<file path="src/rtl/card_dealer.sv">
// Deals cards without replacement from a 52-card deck using an LFSR-driven rank draw.
// Latency: card_valid 2 cycles after req is sampled, at most MAX_TRIES+3 cycles (empty-deck refill plus fallback).
// Backpressure: none; req/shuffle are sampled only when idle and ignored (not queued) while busy.
module card_dealer #(
    parameter logic [15:0] SEED      = 16'hACE1,
    parameter int          MAX_TRIES = 32
) (
    input  logic       clk,
    input  logic       rst,
    input  logic       req,
    input  logic       shuffle,
    output logic       card_valid,
    output logic [3:0] card_rank,
    output logic [3:0] card_value,
    output logic [5:0] cards_left,
    output logic       deck_empty,
    output logic       busy
);

    // An all-zero seed would lock the LFSR, so it is replaced with 1.
    localparam logic [15:0]   LFSR_INIT   = (SEED == 16'h0000) ? 16'h0001 : SEED;
    localparam logic [15:0]   LFSR_MASK   = 16'hB400;
    localparam int            TW          = $clog2(MAX_TRIES + 2);
    localparam logic [TW-1:0] TRIES_LIMIT = TW'(MAX_TRIES);

    typedef enum logic [1:0] {IDLE, SHUFFLE, DRAW, DELIVER} state_t;

    state_t           state;
    logic [12:0][2:0] rank_cnt;
    logic [15:0]      lfsr;
    logic [15:0]      lfsr_next;
    logic [TW-1:0]    tries;
    logic             pending;
    logic             dealt;

    logic [3:0]       cand;
    logic             cand_ok;
    logic [3:0]       low_rank;
    logic             low_found;
    logic             fallback;
    logic [3:0]       pick_rank;
    logic             pick_ok;

    // Galois LFSR step (right shift, feedback mask applied when the output bit is 1).
    always_comb begin
        lfsr_next = {1'b0, lfsr[15:1]} ^ (lfsr[0] ? LFSR_MASK : 16'h0000);
    end

    // Draw selection: random candidate while tries remain, lowest populated rank afterwards.
    always_comb begin
        cand      = lfsr[3:0];
        cand_ok   = 1'b0;
        low_rank  = 4'd0;
        low_found = 1'b0;
        for (int i = 12; i >= 0; i--) begin
            if (rank_cnt[i] != 3'd0) begin
                low_rank  = 4'(i);
                low_found = 1'b1;
            end
        end
        for (int i = 0; i < 13; i++) begin
            if (cand == 4'(i) && rank_cnt[i] != 3'd0) begin
                cand_ok = 1'b1;
            end
        end
        fallback  = (tries >= TRIES_LIMIT);
        pick_rank = fallback ? low_rank : cand;
        pick_ok   = fallback ? low_found : cand_ok;
    end

    // Blackjack value of the latched rank; reads 0 until the first card has been dealt.
    always_comb begin
        if (!dealt) begin
            card_value = 4'd0;
        end else if (card_rank == 4'd0) begin
            card_value = 4'd11;
        end else if (card_rank <= 4'd9) begin
            card_value = card_rank + 4'd1;
        end else begin
            card_value = 4'd10;
        end
    end

    assign deck_empty = (cards_left == 6'd0);

    // Main FSM with deck bookkeeping and registered strobe/busy outputs.
    always_ff @(posedge clk) begin
        if (rst) begin
            state      <= IDLE;
            rank_cnt   <= {13{3'd4}};
            cards_left <= 6'd52;
            lfsr       <= LFSR_INIT;
            tries      <= '0;
            pending    <= 1'b0;
            dealt      <= 1'b0;
            card_valid <= 1'b0;
            card_rank  <= 4'd0;
            busy       <= 1'b0;
        end else begin
            lfsr       <= lfsr_next;
            card_valid <= 1'b0;
            case (state)
                IDLE: begin
                    if (shuffle) begin
                        state   <= SHUFFLE;
                        pending <= 1'b0;
                        busy    <= 1'b1;
                    end else if (req) begin
                        busy <= 1'b1;
                        if (cards_left != 6'd0) begin
                            state <= DRAW;
                            tries <= '0;
                        end else begin
                            state   <= SHUFFLE;
                            pending <= 1'b1;
                        end
                    end
                end
                SHUFFLE: begin
                    rank_cnt   <= {13{3'd4}};
                    cards_left <= 6'd52;
                    pending    <= 1'b0;
                    if (pending) begin
                        state <= DRAW;
                        tries <= '0;
                    end else begin
                        state <= IDLE;
                        busy  <= 1'b0;
                    end
                end
                DRAW: begin
                    if (pick_ok && cards_left != 6'd0) begin
                        for (int i = 0; i < 13; i++) begin
                            if (pick_rank == 4'(i)) begin
                                rank_cnt[i] <= rank_cnt[i] - 3'd1;
                            end
                        end
                        cards_left <= cards_left - 6'd1;
                        card_rank  <= pick_rank;
                        dealt      <= 1'b1;
                        card_valid <= 1'b1;
                        state      <= DELIVER;
                    end else begin
                        tries <= tries + TW'(1);
                    end
                end
                DELIVER: begin
                    state <= IDLE;
                    busy  <= 1'b0;
                end
                default: begin
                    state <= IDLE;
                    busy  <= 1'b0;
                end
            endcase
        end
    end

endmodule

</file>
<file path="config.mk">
export PLATFORM = sky130hd
export DESIGN_NAME = card_dealer
export DESIGN_NICKNAME = d
export VERILOG_FILES = /design/src/rtl/card_dealer.sv
export SDC_FILE = /design/constraint.sdc
export NUM_CORES = 1
export LEC_CHECK = 0
export ABC_AREA = 1
export BUFFER_PORTS_ARGS = -buffer_cell sky130_fd_sc_hd__buf_2
export CAP_MARGIN = 30
export CORE_MARGIN = 3
export CORE_UTILIZATION = 55
export DETAILED_ROUTE_END_ITERATION = 7
export PLACE_DENSITY = 0.78
export SYNTH_ARGS = -nofsm -noshare
export SYNTH_HDL_FRONTEND = slang
export SYNTH_SLANG_ARGS = --single-unit
</file>
<file path="constraint.sdc">
create_clock -name clk -period 4.5 [get_ports clk]
set_input_delay 0.9 -clock clk [delete_from_list [all_inputs] [get_ports clk]]
set_output_delay 0.9 -clock clk [all_outputs]
set_load 0.005 [all_outputs]
</file>
# After elaboration in Yosys (flattened, before gate mapping)
# Cells that the tools add are included.
[word_totals] memories=0 inputBits=4 ram_bits=0 ff_bits=77 latch_bits=0 output_inout_bits=17 mem_bits_ro=0 elab_cells=231
[classes] bitwise=2 n_lt_le_gt_ge=2 n_eq_ne=49 add_sub_neg=16 n_mul=0 div_mod_pow=0 n_reduce_logical=57 muxes=83 shifts=0
[op_table] operator="one-hot mux 39 bit (2 select lines)" count=1
[op_table] operator="2-to-1 mux 4 bit" count=17
[op_table] operator="AND reduction 3 bit" count=15
[op_table] operator="nonzero test 3 bit" count=15
[op_table] operator="== test 4 bit (second input constant)" count=10
[op_table] operator="inequality test 2 bit (second input constant)" count=20
[op_table] operator="2-to-1 mux 3 bit" count=13
[op_table] operator="2-to-1 mux 39 bit" count=1
[op_table] operator="subtractor 3 x 1 -> 3 bit (second input constant)" count=13
[op_table] operator="2-to-1 mux 6 bit" count=6
[op_table] operator="2-to-1 mux 1 bit" count=34
[op_table] operator="== test 4 x 3 -> 1 bit (second input constant)" count=8
[op_table] operator="one-hot mux 6 bit (3 select lines)" count=1
[op_table] operator="== test 4 x 2 -> 1 bit (second input constant)" count=4
[op_table] operator="2-to-1 mux 16 bit" count=1
[op_table] operator="bitwise XOR 15 x 16 -> 16 bit" count=1
[op_table] operator="logical AND 1 bit" count=14
[op_table] operator="logical NOT 4 bit" count=3
[op_table] operator="one-hot mux 6 bit (2 select lines)" count=1
[op_table] operator="2-to-1 mux 2 bit" count=5
[op_table] operator="== test 4 x 1 -> 1 bit (second input constant)" count=2
[op_table] operator="one-hot mux 2 bit (4 select lines)" count=1
[op_table] operator="adder 6 x 1 -> 6 bit (second input constant)" count=1
[op_table] operator="greater-or-equal comparator 6 bit (second input constant)" count=1
[op_table] operator="other kinds (16)" count=21

# Longest topological paths before layout
[depth] depth_word=19 mapped_depth=22 depth_no_buf=22

# Least setup slack after synthesis
# OpenSTA, ideal clock, no wires.
[synth_timing] path_kind="reg-to-reg" from="register rank_cnt[0] (netlist bit)" to="register rank_cnt[22] (netlist bit)" setup_ps=115 setup_slack_ps=2408 arrival_time_ps=1978 stages_incl_launch_ff=18 required_ps=4385 path_buffers=0 path_cell_list="dfxtp_1 inv_1 ha_1 inv_1 nor2_1 nand2_1 nor2_1 nand2_1 nor2_1 a21oi_1 nand2_4 nor2_8 nand2_4 nor2_4 nand3_1 nand2_1 nor2_1 o21a_1"
[synth_between] elab_chain_len=19
[synth_lines] element="from (decl)" line_no="29" text="logic [12:0][2:0] rank_cnt;"
[synth_lines] element="from (signal assigned)" line_no="90" text="rank_cnt <= {13{3'd4}};"
[synth_lines] element="from (signal assigned)" line_no="120" text="rank_cnt <= {13{3'd4}};"
[synth_lines] element="from (signal, indexed assignment)" line_no="135" text="rank_cnt[i] <= rank_cnt[i] - 3'd1;"
[synth_lines] element="nonzero test 3 bit (*)" line_no="56, 62"
[synth_lines] element="logical AND 1 bit" line_no="62" text="if (cand == 4'(i) && rank_cnt[i] != 3'd0) begin"
[synth_lines] element="2-to-1 mux 1 bit (13 in a row)" line_no="62"
[synth_lines] element="2-to-1 mux 1 bit" line_no="68" text="pick_ok = fallback ? low_found : cand_ok;"
[synth_lines] element="logical AND 1 bit" line_no="132" text="if (pick_ok && cards_left != 6'd0) begin"
[synth_lines] element="inequality test 2 bit (no source line)"
[synth_lines] element="AND reduction 3 bit (no source line) (*)"
# Mark *: on every way between the ends. The rest lies on a longest branch, timed or not.
# A chain may end at the register's enable or synchronous reset.

# Final worst setup path
[layout_timing] from="register rank_cnt[30] (netlist bit)" to="register rank_cnt[2] (netlist bit)"
[layout_between] elab_chain_len=16
[layout_lines] element="nonzero test 3 bit (*)" line_no="56, 62"
[layout_lines] element="2-to-1 mux 4 bit / 2-to-1 mux 1 bit (equally long branches) (11 in a row)" line_no="56" text="if (rank_cnt[i] != 3'd0) begin"
[layout_lines] element="2-to-1 mux 4 bit / 2-to-1 mux 1 bit (equally long branches)" line_no="67, 68"
[layout_lines] element="logical NOT 4 bit / logical AND 1 bit (equally long branches)" line_no="134, 132"
[layout_lines] element="inequality test 2 bit (no source line)"
[layout_lines] element="AND reduction 3 bit (no source line) (*)"
# Marked as above.

==> summary.txt <==
Clocking
  – Clock H-tree levels: 3
  – CTS resizes: 0
  – Clock root buffer: clkbuf_8
  – Setup Buffers After CTS: 0
  – Clock Path Buffers: 2
  – Clock sink total: 77
  – Clock slew seen by the registers of the worst setup and hold paths: 0.08 ns
  – CTS buffer count: 9
  – Hold_buf cts: 0
  – Clk_lat worst skew: 0.36 ns
  – CTS tree: done

Critical path
  – Critical Path Start Type: flip-flop
  – Req. time, crit path: 4.70 ns
  – CP max FO: 6
  – R2r setup slk: 1.94 ns
  – Critical path type: reg2reg
  – Crit path DAT: 2.76 ns
  – Critical Path End Type: flip-flop

Placement
  – Hpwl dp: 6460 um
  – Placement Setup Slack: 1.68 ns
  – GPL Wtd Cong: 0.952
  – Port Buffers: 20
  – Dpl cells: 705

Timing
  – TNS Setup: 0 ns
  – Max-slew headroom: 33.9%
  – Clock skew: 0.00984 ns
  – Worst setup slack after layout: 1.94 ns
  – Tcrit/Tclk final: 56.8%
  – Final min period: 2.56 ns
  – Max-slew violation count: 0
  – Worst-Margin Slew: 0.991 ns
  – Fin. Hold Viols: 0
  – RSZ-0062 raised after global routing: no
  – Count of final setup violators: 0
  – Fmax: 391 MHz

Logic synthesis
  – Synth area leader: dfxtp_1
  – Synth Net Count: 633
  – Ys Warns: 0
  – Yosys cell types: 39
  – FF+latch count, synth: 77
  – Syn Inst Count: 596
  – Synth area leaders: dfxtp_1, nand2_1, ha_1, inv_1, a21oi_1
  – Sequential share of the synthesized area: 36.9%
  – Mapped cell area: 0.00418 mm^2
  – Syn avg cell area: 7.02 um^2
  – Synth top area share: 36.9%

Detailed routing
  – Number of DRC markers in iteration 0: 255
  – Via Count: 3,781
  – DR DRC count: 0
  – DR WL/cell: 12.4 um
  – DR pass1 iterations: 5
  – Final ANT Viol Nets: 0
  – Vias per cell: 5.25
  – WL final: 8910 um

Final layout
  – Antenna cells: 0
  – Area growth from synthesis to final layout: 9.81%
  – Most frequent cells in the layout: nand2_1, inv_1, dfxtp_1
  – Commonest non-fill, non-tap cell in the layout: nand2_1
  – Final-stage net count: 654
  – Fillers: 658
  – Share of layout cells above drive strength 1: 10.8%
  – Post-layout util: 62.6%
  – Non-filler cells, final: 720

GRT
  – First-pass GRT wire length: 14,700 um
  – GR Layer Usage met3: 4.59%
  – All-Layer GR Usage: 21.3%
  – Largest net degree at the start of global routing: 45
  – Congestion Overflow GR: 0
  – Vias in the first global route: 3,376
  – GR peak layer: met2
  – M2 GR Usage: 35.8%
  – Initial antenna violation count: 0
  – GR Util met1: 26.8%

Die
  – Die area: 0.00869 mm^2
  – Site Rows: 31
  – Die Height: 93.2 um
  – Core Box Area: 0.00733 mm^2
  – Die Width: 93.2 um
  – I/O pin count: 21
  – Starting Density: 57.0%

Min path
  – Hold Path Class: reg2reg

Power
  – Pwr/cell area: 379 mW/mm^2
  – Worst IR Drop VDD: 0.000145 V
  – Leakage power: 2.21 nW

Flow run
  – Max-capacitance violation count: 0

Outcome
  – Status: completed
-- cell usage after synthesis (all sizes together) --
library cell	n
a21oi	55
inv	107
or2	11
o22ai	1
xor2	2
a31oi	2
o21bai	1
o31ai	2
a22oi	2
nor3b	3
a211o	1
nor4	1
o32ai	1
nor3	6
nor2	55
or3	1
buf	2
o211ai	2
a211oi	1
clkbuf	11
dfxtp	77
nand3	50
ha	33
xnor2	1
nand2	123
nand4	3
o21a	2
o21ai	40
-- path summary, 6_finish.rpt --
| path | startpoint | cells after the start | endpoint |
|---|---|---|---|
| setup / recovery | rank_cnt[30]$_SDFFE_PP0P_ | 15 | rank_cnt[2]$_SDFFE_PP1P_ |
| hold / removal | lfsr[15]$_SDFF_PP1_ | 2 | lfsr[14]$_SDFF_PP0_ |
| setup reg to reg | rank_cnt[30]$_SDFFE_PP0P_ | 15 | rank_cnt[2]$_SDFFE_PP1P_ |
| hold reg to reg | lfsr[15]$_SDFF_PP1_ | 2 | lfsr[14]$_SDFF_PP0_ |
-- area by class of cell --
type / instances / area [um^2] / area share (%)
repair buffers: 23 / 123 / 2.67
inverters: 107 / 402 / 8.75
multi-input cells: 399 / 2190 / 47.7
clock inverters: 6 / 88.8 / 1.93
well taps: 99 / 124 / 2.70
flip-flops and latches: 77 / 1540 / 33.6
clock buffers: 9 / 124 / 2.70
-- critical path: stages, from the launching register on --
cell and delay (ns):
dfxtp_1 0.31, inv_1 0.10, ha_1 0.17, nand2_1 0.10, nor2_1 0.17, o31ai_1 0.08
nand2_1 0.08, nand2_1 0.06, a22oi_2 0.33, inv_1 0.20, nor2_1 0.33, nand2_1 0.13
nand2_1 0.14, inv_1 0.08, nand2_1 0.06, nand3_1 0.05
-- flip-flops by register name, summed over array words and instances (netlist names) --
signal	count
rank_cnt	39
lfsr	16
cards_left	6
tries	6
card_rank	4
state	2
busy	1
card_valid	1
dealt	1
pending	1
-- where the power goes --
group	total, mW	leakage, nW	internal (mW)	switching (mW)
Combinational	0.404	1.48	0.132	0.271
Sequential	0.774	0.630	0.738	0.0355
Clock	0.564	0.101	0.309	0.255
-- per-stage QoR --
step | power, mW | hold WS, ns | area, um^2
after floorplan | 1.08 | 0.388 | 4180
after global placement | 1.17 | 0.391 | 4380
after detailed placement | 1.19 | 0.395 | 4380
after CTS | 1.76 | 0.416 | 4590
after global routing | 1.85 | 0.433 | 4590
final | 1.74 | 0.413 | 4590
-- kinds of logic (layout without fill, tap and decap cells) --
| family | after synthesis | in the layout | share of synthesized area (%) |
|---|---|---|---|
| flip-flops | 77 | 77 | 36.9 |
| AO/OA/AOI/OAI | 110 | 110 | 14.4 |
| buffers and inverters | 120 | 145 | 10.8 |
| XOR/XNOR | 3 | 3 | 0.628 |
| adder cells (fa/ha/maj) | 33 | 33 | 9.87 |
| AND/OR/NAND/NOR | 253 | 253 | 27.5 |
-- per-layer routing --
layer,up-vias,part of all wire [%]
met3,23,5.2
met2,110,45
li1,1937,-
met5,-,0
met1,1711,47
met4,0,2.2
No activity file was read; power rests on OpenSTA's default activity.
